<file path="src/rtl/ad7265_ctrl.sv">
// AD7265 initiator: scans channels 0..NUM_CH-1, shifts in both 32-bit DOUT frames, publishes the A/B pair.
// Latency: result_valid pulses on the first ncs-high clk after a frame; frame = 65*CLK_DIV clks low + QUIET_CYC high.
// Backpressure: none; each result is a one-clk strobe and is overwritten by the next frame.
//
// Ports:
//   clk, rst_n                    system clock, async active-low reset
//   en, cfg_rng, cfg_sgl          scan enable and range/mode, all sampled only at frame boundaries
//   ncs, adc_sclk, adc_addr,      ADC control pins (registered)
//   rng, sgl
//   douta, doutb                  ADC serial data, MSB first
//   result_valid, result_addr,    published conversion pair; mismatch flags a frame whose
//   result_a, result_b, mismatch  duplicated copies or zero pads do not agree
module ad7265_ctrl #(
    parameter int CLK_DIV   = 2,
    parameter int QUIET_CYC = 8,
    parameter int NUM_CH    = 6
) (
    input  logic        clk,
    input  logic        rst_n,
    input  logic        en,
    input  logic        cfg_rng,
    input  logic        cfg_sgl,
    output logic        ncs,
    output logic        adc_sclk,
    output logic [2:0]  adc_addr,
    output logic        rng,
    output logic        sgl,
    input  logic        douta,
    input  logic        doutb,
    output logic        result_valid,
    output logic [2:0]  result_addr,
    output logic [11:0] result_a,
    output logic [11:0] result_b,
    output logic        mismatch
);

    // One counter serves both the SCLK half-period and the quiet gap.
    localparam int CNT_MAX = (CLK_DIV > QUIET_CYC) ? CLK_DIV : QUIET_CYC;
    localparam int CNT_W   = $clog2(CNT_MAX + 1);
    localparam logic [CNT_W-1:0] DIV_LAST   = CNT_W'(CLK_DIV - 1);
    localparam logic [CNT_W-1:0] QUIET_LAST = CNT_W'(QUIET_CYC - 1);
    localparam logic [2:0]       ADDR_LAST  = 3'(NUM_CH - 1);

    typedef enum logic [1:0] {IDLE, SETUP, SHIFT, QUIET} state_t;

    state_t           state_q, state_d;
    logic [CNT_W-1:0] cnt_q, cnt_d;
    logic [5:0]       edge_q, edge_d;   // number of SCLK falling edges issued this frame
    logic [31:0]      sa_q, sa_d;
    logic [31:0]      sb_q, sb_d;
    logic             ncs_q, ncs_d;
    logic             sclk_q, sclk_d;
    logic [2:0]       addr_q, addr_d;
    logic             rng_q, rng_d;
    logic             sgl_q, sgl_d;
    logic             rvld_q, rvld_d;
    logic [2:0]       raddr_q, raddr_d;
    logic [11:0]      ra_q, ra_d;
    logic [11:0]      rb_q, rb_d;
    logic             mism_q, mism_d;

    logic             frame_bad;
    logic [2:0]       next_addr;

    // Each DOUT line carries its own result in the top half and the other
    // channel's result in the bottom half; cross-check both copies and the pads.
    assign frame_bad = (sa_q[13:2] != sb_q[29:18]) ||
                       (sb_q[13:2] != sa_q[29:18]) ||
                       (|sa_q[31:30]) || (|sa_q[17:14]) || (|sa_q[1:0]) ||
                       (|sb_q[31:30]) || (|sb_q[17:14]) || (|sb_q[1:0]);

    assign next_addr = (addr_q == ADDR_LAST) ? 3'd0 : addr_q + 3'd1;

    always_comb begin
        state_d = state_q;
        cnt_d   = cnt_q;
        edge_d  = edge_q;
        sa_d    = sa_q;
        sb_d    = sb_q;
        ncs_d   = ncs_q;
        sclk_d  = sclk_q;
        addr_d  = addr_q;
        rng_d   = rng_q;
        sgl_d   = sgl_q;
        rvld_d  = 1'b0;
        raddr_d = raddr_q;
        ra_d    = ra_q;
        rb_d    = rb_q;
        mism_d  = mism_q;

        case (state_q)
            IDLE: begin
                ncs_d  = 1'b1;
                sclk_d = 1'b1;
                if (en) begin
                    state_d = SETUP;
                    ncs_d   = 1'b0;
                    rng_d   = cfg_rng;
                    sgl_d   = cfg_sgl;
                    cnt_d   = '0;
                end
            end

            SETUP: begin
                if (cnt_q == DIV_LAST) begin
                    // Bit 31 is already on DOUT after ncs falls; take it just before the first fall.
                    sa_d    = {sa_q[30:0], douta};
                    sb_d    = {sb_q[30:0], doutb};
                    sclk_d  = 1'b0;
                    edge_d  = 6'd1;
                    cnt_d   = '0;
                    state_d = SHIFT;
                end else begin
                    cnt_d = cnt_q + CNT_W'(1);
                end
            end

            SHIFT: begin
                if (cnt_q == DIV_LAST) begin
                    cnt_d = '0;
                    if (!sclk_q) begin
                        sclk_d = 1'b1;
                    end else if (edge_q == 6'd32) begin
                        // Trailing high phase done: publish and release the ADC.
                        state_d = QUIET;
                        ncs_d   = 1'b1;
                        rvld_d  = 1'b1;
                        raddr_d = addr_q;
                        ra_d    = sa_q[29:18];
                        rb_d    = sb_q[29:18];
                        mism_d  = frame_bad;
                        addr_d  = next_addr;
                    end else begin
                        // Sample at the end of the high phase, right before the next fall.
                        sa_d   = {sa_q[30:0], douta};
                        sb_d   = {sb_q[30:0], doutb};
                        sclk_d = 1'b0;
                        edge_d = edge_q + 6'd1;
                    end
                end else begin
                    cnt_d = cnt_q + CNT_W'(1);
                end
            end

            QUIET: begin
                if (cnt_q == QUIET_LAST) begin
                    cnt_d = '0;
                    if (en) begin
                        state_d = SETUP;
                        ncs_d   = 1'b0;
                        rng_d   = cfg_rng;
                        sgl_d   = cfg_sgl;
                    end else begin
                        state_d = IDLE;
                    end
                end else begin
                    cnt_d = cnt_q + CNT_W'(1);
                end
            end

            default: state_d = IDLE;
        endcase
    end

    always_ff @(posedge clk or negedge rst_n) begin
        if (!rst_n) begin
            state_q <= IDLE;
            cnt_q   <= '0;
            edge_q  <= '0;
            sa_q    <= '0;
            sb_q    <= '0;
            ncs_q   <= 1'b1;
            sclk_q  <= 1'b1;
            addr_q  <= '0;
            rng_q   <= 1'b0;
            sgl_q   <= 1'b0;
            rvld_q  <= 1'b0;
            raddr_q <= '0;
            ra_q    <= '0;
            rb_q    <= '0;
            mism_q  <= 1'b0;
        end else begin
            state_q <= state_d;
            cnt_q   <= cnt_d;
            edge_q  <= edge_d;
            sa_q    <= sa_d;
            sb_q    <= sb_d;
            ncs_q   <= ncs_d;
            sclk_q  <= sclk_d;
            addr_q  <= addr_d;
            rng_q   <= rng_d;
            sgl_q   <= sgl_d;
            rvld_q  <= rvld_d;
            raddr_q <= raddr_d;
            ra_q    <= ra_d;
            rb_q    <= rb_d;
            mism_q  <= mism_d;
        end
    end

    assign ncs          = ncs_q;
    assign adc_sclk     = sclk_q;
    assign adc_addr     = addr_q;
    assign rng          = rng_q;
    assign sgl          = sgl_q;
    assign result_valid = rvld_q;
    assign result_addr  = raddr_q;
    assign result_a     = ra_q;
    assign result_b     = rb_q;
    assign mismatch     = mism_q;

endmodule

</file>
<file path="config.mk">
export PLATFORM = sky130hd
export DESIGN_NAME = ad7265_ctrl
export DESIGN_NICKNAME = d
export VERILOG_FILES = /design/src/rtl/ad7265_ctrl.sv
export SDC_FILE = /design/constraint.sdc
export NUM_CORES = 1
export LEC_CHECK = 0
export ABC_AREA = 1
export ABC_CLOCK_PERIOD_IN_PS = 1740
export CORE_ASPECT_RATIO = 1.2
export CORE_UTILIZATION = 50
export DETAILED_ROUTE_END_ITERATION = 7
export HOLD_SLACK_MARGIN = 0.03
export PLACE_DENSITY = 0.8
export REMOVE_ABC_BUFFERS = 1
export SYNTH_ARGS = -nofsm -noshare
export SYNTH_HDL_FRONTEND = slang
export SYNTH_SLANG_ARGS = --single-unit
</file>
<file path="constraint.sdc">
create_clock -name clk -period 1.74 [get_ports clk]
set_input_delay 0.261 -clock clk [delete_from_list [all_inputs] [get_ports clk]]
set_output_delay 0.261 -clock clk [all_outputs]
set_load 0.005 [all_outputs]
</file>
======== Word-level counts from Yosys, hierarchy flattened ========
Cells that the tools add are included.
word-level totals
  register bits ........................... 112
  input bits .............................. 7
  output and inout port bits .............. 36
  logic and storage cells ................. 109
operators by class
  add/sub/neg operators ................... 3
  equality and inequality tests ........... 17
  multiplexer cells ....................... 49
  reductions and logical operators ........ 25
operators with widths
  kind                                                 number
  two-way mux 32 bit                                   8
  one-hot mux 32 bit (2 select lines)                  2
  two-way mux 6 bit                                    4
  != test 12 bit                                       2
  two-way mux 1 bit                                    18
  != test 2 bit, second input constant                 8
  two-way mux 2 bit                                    6
  two-way mux 4 bit                                    3
  one-hot mux 4 bit (3 select lines)                   1
  one-hot mux 6 bit (2 select lines)                   1
  AND reduction 6 bit                                  2
  OR reduction 2 bit                                   5
  one-hot mux 2 bit (4 select lines)                   1
  OR reduction 4 bit                                   2
  logical OR 1 bit                                     7
  adder 6 x 1 -> 6 bit, second input constant          1
  equality test 6 bit, second input constant           1
  one-hot mux 1 bit (3 select lines)                   2
  nonzero test 3 bit                                   2
  AND reduction 5 bit                                  1
  adder 4 x 1 -> 4 bit, second input constant          1
  equality test 2 bit, second input constant           2
  equality test 4 x 1 -> 1 bit, second input constant  1
  equality test 4 x 3 -> 1 bit, second input constant  1
  other kinds (10)                                     12

======== Longest topological paths before layout ========
  depth after elaboration ................. 8
  depth in mapped cells ................... 12
  mapped depth without buffers ............ 10

======== Worst setup path after synthesis ========
No wires, ideal clock.
  path type ............................... reg-to-reg
  from .................................... reg state_q[0]
  to ...................................... reg sa_q[20]
  setup time .............................. 119 ps
  arrival time ............................ 1,540 ps
  required time ........................... 1,621 ps
  path slack .............................. 81 ps
  stages on the path, launching flop included .. 12
  path buffers ............................ 3
  clock period less this slack ............ 1,659 ps
  cell sequence ........................... dfrtp_1 > inv_1 > ha_1 > buf_6 > nor2_4 > inv_2 > nand2_4 > nand4_4 > buf_6 > buf_6 > nand2_1 > o21ai_2
on the way
  longest elaborated chain between the ends .. 3
  elaborated cells between the ends (all ways) .. 9
  those cells by class .................... 6 x eq/ne; 1 x mux; 2 x reduce/logical
ends and longest elaborated chain
  item                                                                  line  source
  start, declared                                                       46    state_t state_q, state_d;
  start signal, assigned                                                183   state_q <= state_d;
  equality test 2 bit or equality test 2 x 1 -> 1 bit (tied branches)   91    case (state_q)
  != test 2 bit (no source line) or nonzero test 2 bit (tied branches)  n/a
  AND reduction 5 bit (no source line)                                  n/a
  end signal, assigned                                                  170   sa_q <= '0;
  end signal, assigned                                                  186   sa_q <= sa_d;
  end, declared                                                         49    logic [31:0] sa_q, sa_d;
Several ways; a longest one is shown, not always the timed one.
A chain may end at the register's enable or synchronous reset.

======== Worst setup path after layout ========
  from .................................... reg sclk_q, in the netlist adc_sclk
  to ...................................... out adc_sclk
RTL lines
  item                    line  source
  start, declared         52    logic sclk_q, sclk_d;
  start signal, assigned  189   sclk_q <= sclk_d;
  end, declared           24    output logic adc_sclk,
No word-level cell between the ends.

==> results.cfg <==
[floorplan]
die_w_um = 95.6
fp-row-count = 40
die_h_um = 114
dieArea_mm2 = 0.0109
start_util_pct = 52.0
io_pins = 43
design.core.area_mm2 = 0.0101

[clock_tree]
cts_num_sinks = 112
cts_tree = done
clk_latency_ps = 350
clkTransAtPathRegs_ps = 70
htreeDepth = 3
cts-root-buf = clkbuf_16
cts_buffers = 9
cts_buffer_depth = 2

[drt]
drc = 0
totalWireLength_um = 10200
vias = 3819
final_antenna_net_count = 0
firstDrtPassIters = 5
viasPerCell = 4.97
wl_per_cell_um = 13.2
drt-initial-drc-count = 211

[grt]
antenna_found_initial = 0
grt_max_degree = 56
grt_pass1_vias = 3790
grt_overflow_total = 0
grt_first_pass_wirelength_um = 17500
grt_use_total_pct = 20.6

[setup_path]
worst-path-buf-inv = 1
path_cells = clkdlybuf4s50_1
end_kind = output pin
slowest_stage = dfstp_2
critPathLaunchType = flop
worstSetupPathType = reg2out
crit_family = flip-flops
slowest_delay_ps = 560
cp.arrival_ps = 1400
cp_max_fo = 3
cp_data_required_time_ps = 1480

[pwr]
powerDensity_mw_per_mm2 = 1440
ir_drop_uv = 963
p_leak_nw = 2.85

[yosys]
yosys-top-cells-area = dfrtp_1, nand2_1, o21ai_2
synth.most_common_cell = nand2_1
ys_ff_latch = 112
async_reset_ff_share_pct = 100
synth_top_area_share_pct = 52.4
ys.flop_type = dfrtp_1
synthTopCellsByCount = nand2_1, dfrtp_1, inv_1, o21ai_2, o21ai_1
synth-edff-count = 0
yosysWarnings = 0
syn-cell-area_mm2 = 0.00526
synth_cell_types = 30
syn_inst = 588
yosysTopAreaCell = dfrtp_1
synth-seq-area-share_pct = 53.4
synth_area_per_cell_um2 = 8.94

[timing]
finalHoldViolCount = 0
setup_violations = 0
min_period_ps = 1670
skew_ps = 8.20
max-slew-margin-rel_pct = 72.1
timing.final.crit_share_pct = 95.7
hold_ws_ps = 396
finalMaxSlewViolations = 0
timing.fmax_mhz = 600
fin_tns_setup_ps = 0
worstMarginPinSlew_ps = 419
worst_slack_ps = 74.6

[layout]
layout-drive-gt1-share_pct = 16.2
final_util_pct = 61.4
areaGrowthSynthToFinish_pct = 18.2
nets = 653
antenna_cells = 0
n_fill_cell = 825

[run]
max-cap-violations = 0

[placed_design]
numPortBuffers = 42
place_ws_ps = 35.4
dp_hpwl_um = 7240
gp_congestion = 0.831

[worst_hold_path]
hold_path.class = in2async

[outcome]
outcome = finished clean
## flip-flops by register name, summed over array words and instances (netlist names)
signal,count
sa_q,32
sb_q,32
result_a,12
result_b,12
edge_q,6
cnt_q,4
adc_addr,3
result_addr,3
state_q,2
adc_sclk,1
mismatch,1
ncs,1
result_valid,1
rng,1
sgl,1
## cells by family after synthesis
logic type	count (synthesis)	synth area share [%]
fa+ha+maj	8	1.90
xor+xnor	8	1.33
flops	112	53.4
simple gates	264	21.1
buf+inv	93	9.14
compound gates	103	13.1
## stage by stage
step                total power, mW  area [µm²]  instances
finish                         8.96        6210        769
global route                   9.55        6210        769
CTS                            8.89        6160        768
detailed placement             6.62        5820        751
global placement               6.48        5820        751
floorplan                      5.45        5050        567
## final cells by class
class | count | area (µm²) | share of cell area (%)
inverters | 72 | 273 | 4.39
well taps | 126 | 158 | 2.54
flip-flops and latches | 112 | 2810 | 45.2
multi-input cells | 383 | 2010 | 32.4
clock inverters | 4 | 76.3 | 1.23
clock buffers | 12 | 256 | 4.13
repair buffers | 60 | 631 | 10.2
## routing by layer
| layer | up-vias | track usage [%] | part of all wire (%) |
|---|---|---|---|
| met2 | 67 | 34.4 | 50 |
| li1 | 1928 | - | - |
| met4 | 0 | 9.55 | 2.4 |
| met5 | - | 0 | 0 |
| met1 | 1806 | 26.8 | 44 |
| met3 | 18 | 2.32 | 3.0 |
## cell usage in the layout, fill, tap and decap left out, drive strengths merged
cell           instances
a21oi                  2
buf                   18
bufinv                 2
clkbuf                12
clkdlybuf4s50         41
clkinv                 1
clkinvlp               1
dfrtp                110
dfstp                  2
dlygate4sd3            1
ha                     8
inv                   72
nand2                205
nand3                 17
nand4                  4
nor2                  35
nor3                   3
o211ai                 1
o21ai                 95
o21bai                 1
o22ai                  2
o31ai                  1
o32ai                  1
xnor2                  5
xor2                   3
## what timing repair did
item,in CTS,in global routing
hold buffers,1,0
setup endpoints to repair,0,85
hold endpoints to repair,28,0
setup buffers,0,1
gates resized for setup,0,13
## where the power goes
group	leakage, nW	total, mW	internal [mW]	switching [mW]
Clock	0.159	2.25	1.34	0.911
Combinational	1.17	3.34	1.24	2.10
Sequential	1.53	3.36	3.04	0.328
Total	2.85	8.96	5.62	3.34
## path summary, 6_finish.rpt
path,startpoint,to,slack (ps),cells after the start
min in group clk,doutb,sb_q[0],460,3
worst min-delay path,rst_n,sb_q[28],400,2
worst min register to register,result_addr[0],result_addr[0],480,2
worst max-delay path,adc_sclk,adc_sclk,70,1
max in group asynchronous,rst_n,ncs,730,3
worst max register to register,edge_q[0],result_a[6],100,8
(Power assumes the default switching activity.)
